$ cat src/rtl/when_suite_pulse_monitor.sv
// Pulse monitor for the when-chain output line: measures each high pulse
// (length in cycles, running index) and queues one report record per pulse
// in a small in-order FIFO drained over a valid/ready port.
module when_suite_pulse_monitor #(
   parameter int LEN_W      = 8,
   parameter int CNT_W      = 16,
   parameter int FIFO_DEPTH = 4
) (
   input  logic             clk,
   input  logic             reset,
   input  logic             io_in,
   input  logic             io_clear,
   input  logic             io_rpt_ready,
   output logic             io_rpt_valid,
   output logic [LEN_W-1:0] io_rpt_len,
   output logic [CNT_W-1:0] io_rpt_idx,
   output logic [CNT_W-1:0] io_pulse_count,
   output logic             io_drop,
   output logic             io_busy
);

   localparam int AW = $clog2(FIFO_DEPTH);
   localparam logic [LEN_W-1:0] LEN_MAX = '1;

   // SKIP discards a pulse already high when measurement (re)starts
   typedef enum logic [1:0] {SKIP, IDLE, HIGH} state_t;

   state_t           state;
   logic [LEN_W-1:0] len;
   logic [CNT_W-1:0] count;
   logic             drop;

   // Pointers carry one extra wrap bit so full and empty are distinguishable
   logic [AW:0]      wr_ptr, rd_ptr;
   logic [LEN_W-1:0] mem_len [FIFO_DEPTH];
   logic [CNT_W-1:0] mem_idx [FIFO_DEPTH];

   logic empty, full, push, pop, wr_en;

   assign empty = (wr_ptr == rd_ptr);
   assign full  = (wr_ptr[AW] != rd_ptr[AW]) && (wr_ptr[AW-1:0] == rd_ptr[AW-1:0]);
   // A record is produced on the edge that samples the falling line
   assign push  = (state == HIGH) && !io_in && !io_clear;
   assign pop   = !empty && io_rpt_ready && !io_clear;
   // A full FIFO still accepts the push when the head leaves on the same edge
   assign wr_en = push && (!full || pop);

   // Control state, counters and FIFO pointers
   always_ff @(posedge clk or posedge reset) begin
      if (reset) begin
         state  <= SKIP;
         len    <= '0;
         count  <= '0;
         drop   <= 1'b0;
         wr_ptr <= '0;
         rd_ptr <= '0;
      end else if (io_clear) begin
         // Clear beats everything; a pulse in progress is abandoned
         state  <= io_in ? SKIP : IDLE;
         len    <= '0;
         count  <= '0;
         drop   <= 1'b0;
         wr_ptr <= '0;
         rd_ptr <= '0;
      end else begin
         case (state)
            SKIP: if (!io_in) state <= IDLE;
            IDLE: if (io_in) begin
               state <= HIGH;
               len   <= {{(LEN_W-1){1'b0}}, 1'b1};
            end
            HIGH: if (io_in) begin
               if (len != LEN_MAX) len <= len + 1'b1;
            end else begin
               count <= count + 1'b1;
               state <= IDLE;
            end
            default: state <= SKIP;
         endcase
         if (wr_en) wr_ptr <= wr_ptr + 1'b1;
         if (pop)   rd_ptr <= rd_ptr + 1'b1;
         if (push && full && !pop) drop <= 1'b1;
      end
   end

   // Record storage; contents are only visible while the FIFO is non-empty
   always_ff @(posedge clk) begin
      if (wr_en) begin
         mem_len[wr_ptr[AW-1:0]] <= len;
         mem_idx[wr_ptr[AW-1:0]] <= count;
      end
   end

   assign io_rpt_valid   = !empty;
   assign io_rpt_len     = empty ? '0 : mem_len[rd_ptr[AW-1:0]];
   assign io_rpt_idx     = empty ? '0 : mem_idx[rd_ptr[AW-1:0]];
   assign io_pulse_count = count;
   assign io_drop        = drop;
   assign io_busy        = (state == HIGH);

endmodule

$ cat config.mk
export PLATFORM = sky130hd
export DESIGN_NAME = when_suite_pulse_monitor
export DESIGN_NICKNAME = d
export VERILOG_FILES = /design/src/rtl/when_suite_pulse_monitor.sv
export SDC_FILE = /design/constraint.sdc
export NUM_CORES = 1
export LEC_CHECK = 0
export CAP_MARGIN = 15
export CORE_ASPECT_RATIO = 0.6
export CORE_MARGIN = 2
export CORE_UTILIZATION = 55
export DETAILED_ROUTE_END_ITERATION = 8
export PLACE_DENSITY = 0.86
export SLEW_MARGIN = 20
export SYNTH_ARGS = -nofsm -noshare
export SYNTH_HDL_FRONTEND = slang
export SYNTH_SLANG_ARGS = --single-unit
$ cat constraint.sdc
create_clock -name clk -period 4 [get_ports clk]
set_clock_uncertainty 0.05 [all_clocks]
set_input_delay 0.8 -clock clk [delete_from_list [all_inputs] [get_ports clk]]
set_output_delay 0.8 -clock clk [all_outputs]
set_load 0.02 [all_outputs]
==> metrics, run 1 <==
status=complete, no violations; Max Root-Sink Buffers=2; Hold Buf Count CTS=0; grt ovf=0; Place WS=0.7136 ns; post-synthesis adder-cell area fraction=approximately 1.6%; Netlist cell types=44; CTS tree=done; Max transition margin=43.08%; unrepaired setup endpoints after global routing=false; CTS buffer count=17; Pre-antenna DRT Iters=5; largest cells by area after synthesis=edfxtp_1 (53%), dfrtp_1 (15%), mux4_2 (9.9%), nor2b_1 (2.9%), xor2_1 (2.4%); Tcrit/Tclk final=87.04%; Hold Path Class=register to register; Fin Hold WS=0.4631 ns; Startpoint Class=register; syn_nets=347; Ports=48; max-cap viol count=0; Total Wirelength=roughly 11 mm; Post-synth EDFFs=96; most frequent cells in the layout=edfxtp_1 (96), clkdlybuf4s50_1 (47), dfrtp_1 (32); first-pass GRT wire length=17.50 mm; Post-Syn Area=0.005479 mm²; pin count of the biggest net entering global routing=28; Slew @ Worst Pin=0.8529 ns; die area=roughly 0.011 mm²; Seq/Total Area, Yosys=between 60% and 70%; CP Capture Type=output port; endpoints failing hold=0; WS Path Type=register to output port; CTS H-Tree Depth=4; initial antenna violation count=0; post-DP HPWL=6.704 mm; commonest non-fill, non-tap cell in the layout=edfxtp_1; final setup margin=0.5183 ns; Synth Area in Compound Gates=a little under 4%; Synth Register Bits=129; FMAX=287.2 MHz; insertion delay to the later sink of the worst-skew pair=0.42 ns; Die W=132.9 µm; clk slew on worst S/H paths=0.05 ns; setup TNS=0 ns; peak supply drop=between 0.0003 and 0.0004 V; final instance area=between 0.006 and 0.007 mm²; clk sink count=129; worst-path maximum fanout=20; Final setup viols=0; DR iter-0 viols=236; Via density=5.791; Pleak=approximately 2.4 nW; share of cells above drive strength 1=roughly a fifth; post-synthesis mux area share=roughly a tenth; antenna cells=0; GP Congestion=0.8429; Total GRT Usage=22.36%; Row Count=28; synth warn=0; Pins Over Slew Limit=0; largest family of logic cells by synthesized area=simple AND/OR/NAND/NOR gates; Tmin final=about 3.5 ns; worst path required time=roughly 3.2 ns; Via Count=3156; DRC=0; vias in the first global route=3215; remaining antenna violation count=0; Post-Synth Simple-Gate Area=10.92%; post-synthesis xor/xnor area fraction=3.631%; setup fix buffers added after clock tree synthesis=0; Initial Util=approximately 56%; Synth-to-Final Area Change=24.09%; Die Ht=just over 80 µm; asr flop ratio synth=25.58%; post-synth top area cell=edfxtp_1; post-CTS sizing=0; arrival time worst endpoint=2.63 ns; Avg Inst Size Synth=roughly 16 µm²; root buf cell=clkbuf_16; PnR Total Power=3.230 mW; pwr dens=~480 mW/mm²; Top FF cell, synth=edfxtp_1; Post-DP Area=around 0.0062 mm²; total core area=0.009774 mm²; I/O Buffers=47; WL/cell=20.13 µm; Nets=409; Post-Syn Instances=335; post-synth top area share=52.61%
## report_power, final
group | leakage [nW] | switching [mW] | internal (mW)
combinational | 0.770 | 0.0797 | 0.0635
clock | 0.311 | 0.592 | 1.05
sequential | 1.36 | 0.00955 | 1.43
total | 2.44 | 0.681 | 2.55
## cell usage after synthesis, types with 2 or more instances
cell type,n
buf_2,5
a21oi_1,8
xnor2_1,4
nand4_1,10
or4_1,3
o21ai_0,5
o31ai_1,4
mux4_2,24
nor2_1,22
dfrtp_1,33
and4_1,4
nor2b_1,25
ha_1,7
and3_1,2
xor2_2,2
nand2_1,10
edfxtp_1,96
inv_1,8
and2_1,6
nand3_1,4
mux2i_1,3
or3_1,5
clkbuf_1,7
xor2_1,15
o211ai_1,4
## area by class of cell
cell class | count | area [µm²]
clock inverters | 14 | 202.7
repair buffers | 57 | 583.1
inverters | 8 | 30.03
fillers | 627 | 2975
multi-input cells | 184 | 1675
well taps | 135 | 168.9
clock buffers | 18 | 429.2
flip-flops and latches | 129 | 3710
## layer usage
metal	track usage, %	wire [µm]	vias up	part of all wire [%]
li1	-	-	1420	-
met4	8.495	129	0	1.2
met2	35.80	5394	117	49
met1	29.34	4762	1603	43
met5	0	0	-	0
met3	6.991	685	16	6.2
## flip-flops by register name, summed over array words and instances (netlist names)
register	count
io_drop	1
io_pulse_count	16
len	8
mem_idx	64
mem_len	32
rd_ptr	3
state	2
wr_ptr	3
## worst paths after layout
| check | start | to | slack (ns) | cells after the start |
|---|---|---|---|---|
| max | rd_ptr[0] | io_rpt_idx[1] | 0.52 | 4 |
| min | io_drop | io_drop | 0.46 | 2 |
| max reg2reg | state[1] | mem_len[0][1] | 1.65 | 5 |
| min reg2reg | io_drop | io_drop | 0.46 | 2 |
| max in group asynchronous | reset | io_pulse_count[0] | 2.37 | 3 |
| min in group asynchronous | reset | state[0] | 0.81 | 2 |
## critical path, cell delays in order, from the launching register on
cell and delay (ns):
dfrtp_2 0.51, buf_4 0.42, mux4_2 0.57, nor2b_1 0.16, clkdlybuf4s50_1 0.55
## metrics by stage
stage / std cells / utilization (%)
after detailed placement: 513 / 63.10
final: 545 / 69.56
after global placement: 513 / 63.10
after floorplan: 335 / -
after global routing: 545 / 69.56
after CTS: 545 / 69.56
## kinds of logic after synthesis
kind of cell               count (synthesis)
AOI/OAI and AO/OA                         29
buffers and inverters                     22
adders and majority gates                  7
muxes                                     27
DFF                                      129
and+or+nand+nor                          100
xor gates and xnor gates                  21
Note: power is estimated with default switching activity, not from simulation.
==> inputs of run 2 (changes only) <==
CELL_PAD_IN_SITES_DETAIL_PLACEMENT = 1   (was not set)
CELL_PAD_IN_SITES_GLOBAL_PLACEMENT = 1   (was not set)
CORE_UTILIZATION = 49   (was 55)
PLACE_DENSITY = 0.89   (was 0.86)
==> run 2 against run 1 <==
First-iteration DRC count up 19%; utilization down 5.9 points; sequential power about the same; via count up 3.9%; global-route usage up 1.7 points; maximum frequency up 1.1%; worst setup slack better by 0.037 ns; final cell count up 1.3%; clock-buffer cell count up 4; non-clock buffer count up 3.
==> metrics, run 2 (synthesis gave the netlist of run 1 again) <==
Pins Over Slew Limit=0 (unchanged); Tcrit/Tclk final=86.11% (was 87.04%); CTS tree=done (unchanged); arrival time worst endpoint=2.59 ns (was 2.63 ns); fill count=940 (was 627); Nets=412 (was 409); WHS Path Cells=2 (unchanged); max reg flops=64 (unchanged); Via density=5.940 (was 5.791); Post-DP Area=0.006156 mm² (was 0.006167 mm²); post-CTS sizing=0 (unchanged); setup fix buffers added after clock tree synthesis=0 (unchanged); final instance area=0.006840 mm² (was 0.006799 mm²); clk sink count=129 (unchanged); grt ovf=0 (unchanged); DR iter-0 viols=282 (was 236); max-cap viol count=0 (unchanged); insertion delay to the later sink of the worst-skew pair=0.42 ns (about the same); Max transition margin=42.07% (was 43.08%); Row Count=29 (was 28); die area=0.01207 mm² (was 0.01080 mm²); endpoints failing hold=0 (unchanged); post-DP HPWL=8.013 mm (was 6.704 mm); WHS Endpoint=io_drop (unchanged); Total GRT Usage=24.11% (was 22.36%); Startpoint Class=register (unchanged); Reg-to-Reg Start=state[1] (unchanged); most frequent cells in the layout=edfxtp_1 (96), clkdlybuf4s50_1 (47), dfrtp_1 (32) (unchanged); root buf cell=clkbuf_16 (unchanged); Max Root-Sink Buffers=2 (unchanged); share of cells above drive strength 1=18.89% (was 19.02%); I/O Buffers=47 (unchanged); total core area=0.01074 mm² (was 0.009774 mm²); Total Wirelength=13.23 mm (was 10.97 mm); Via Count=3279 (was 3156); FMAX=290.3 MHz (was 287.2 MHz); pin count of the biggest net entering global routing=27 (was 28); Pre-antenna DRT Iters=4 (was 5); RR Endpoint=mem_len[2][0] (was mem_len[0][1]); worst path required time=3.15 ns (about the same); WS Path Type=register to output port (unchanged); unrepaired setup endpoints after global routing=false (unchanged); remaining antenna violation count=0 (unchanged); CTS buffer count=17 (unchanged); pwr dens=490.1 mW/mm² (was 475.1 mW/mm²); Tmin final=3.444 ns (was 3.482 ns); r2r setup slk=1.67 ns (was 1.65 ns); Hold Path Class=register to register (unchanged); setup TNS=0 ns (unchanged); DRC=0 (unchanged); Initial Util=51.01% (was 56.05%); peak supply drop=0.0002511 V (was 0.0003210 V); commonest non-fill, non-tap cell in the layout=edfxtp_1 (unchanged); status=complete, no violations (unchanged); initial antenna violation count=0 (unchanged); area of the multi-input gates=0.001682 mm² (was 0.001675 mm²); Hold Startpoint=io_drop (unchanged); worst-path maximum fanout=26 (was 20); antenna cells=0 (unchanged); Final setup viols=0 (unchanged); Hold Buf Count CTS=0 (unchanged); PnR Total Power=3.352 mW (was 3.230 mW); Slew @ Worst Pin=0.8681 ns (was 0.8529 ns); WL/cell=23.96 µm (was 20.13 µm); Register Area=0.003710 mm² (unchanged); vias in the first global route=3524 (was 3215); CTS H-Tree Depth=4 (unchanged); Pleak=2.469 nW (was 2.442 nW); Ports=48 (unchanged); clk slew on worst S/H paths=0.05 ns (about the same); Synth-to-Final Area Change=24.85% (was 24.09%); GP Congestion=0.8094 (was 0.8429); R2R cell count=5 (unchanged); CP Capture Type=output port (unchanged); Die Ht=85.91 µm (was 81.31 µm); Die W=140.5 µm (was 132.9 µm); first-pass GRT wire length=20.82 mm (was 17.50 mm)
run 2: layout make-up:
cell class | count | area share, %
multi-input combinational | 184 | 24.58
sequential | 129 | 54.23
tap | 139 | 2.543
clock inverter | 10 | 3.000
timing repair buffer | 60 | 8.414
clock buffer | 22 | 6.786
inverter | 8 | 0.4390
run 2: how the worst max path moves through the flow:
stage / end / from / depth (start not counted)
2_1_floorplan: mem_idx[3][0] / io_in / 3
3_3_place_gp: io_rpt_len[0] / wr_ptr[1] / 4
3_5_place_dp: io_rpt_len[0] / wr_ptr[1] / 4
4_1_cts: io_rpt_len[0] / wr_ptr[1] / 4
5_1_grt: io_rpt_len[0] / rd_ptr[0] / 4
6_report: io_rpt_len[7] / rd_ptr[0] / 4
run 2: critical path: stages (launching register included):
cell	delay, ns
dfrtp_2	0.39
buf_4	0.47
mux4_2	0.58
nor2b_1	0.16
clkdlybuf4s50_1	0.57
run 2: per-stage QoR:
stage / setup WS (ns) / instances / util (%) / hold slack (ns)
after floorplan: 0.5448 / 335 / - / 0.4628
after global placement: 0.7792 / 519 / 57.32 / 0.4362
after detailed placement: 0.7170 / 519 / 57.32 / 0.4519
after CTS: 0.1944 / 551 / 63.55 / 0.4687
after global routing: 0.4043 / 552 / 63.69 / 0.4830
final: 0.5556 / 552 / 63.69 / 0.4612
run 2: where the power goes:
| group | leakage (nW) | internal (mW) | switching, mW |
|---|---|---|---|
| clock | 0.322 | 1.20 | 0.561 |
| sequential | 1.36 | 1.43 | 0.00910 |
| combinational | 0.786 | 0.0653 | 0.0851 |
| total | 2.47 | 2.70 | 0.655 |
run 2: layer usage:
| layer | track usage, % | vias to the layer above | share of wire [%] |
|---|---|---|---|
| li1 | - | 1422 | - |
| met1 | 31.58 | 1690 | 41 |
| met2 | 38.46 | 137 | 50 |
| met3 | 7.649 | 30 | 7.8 |
| met4 | 9.364 | 0 | 2.0 |
| met5 | 0 | - | 0 |
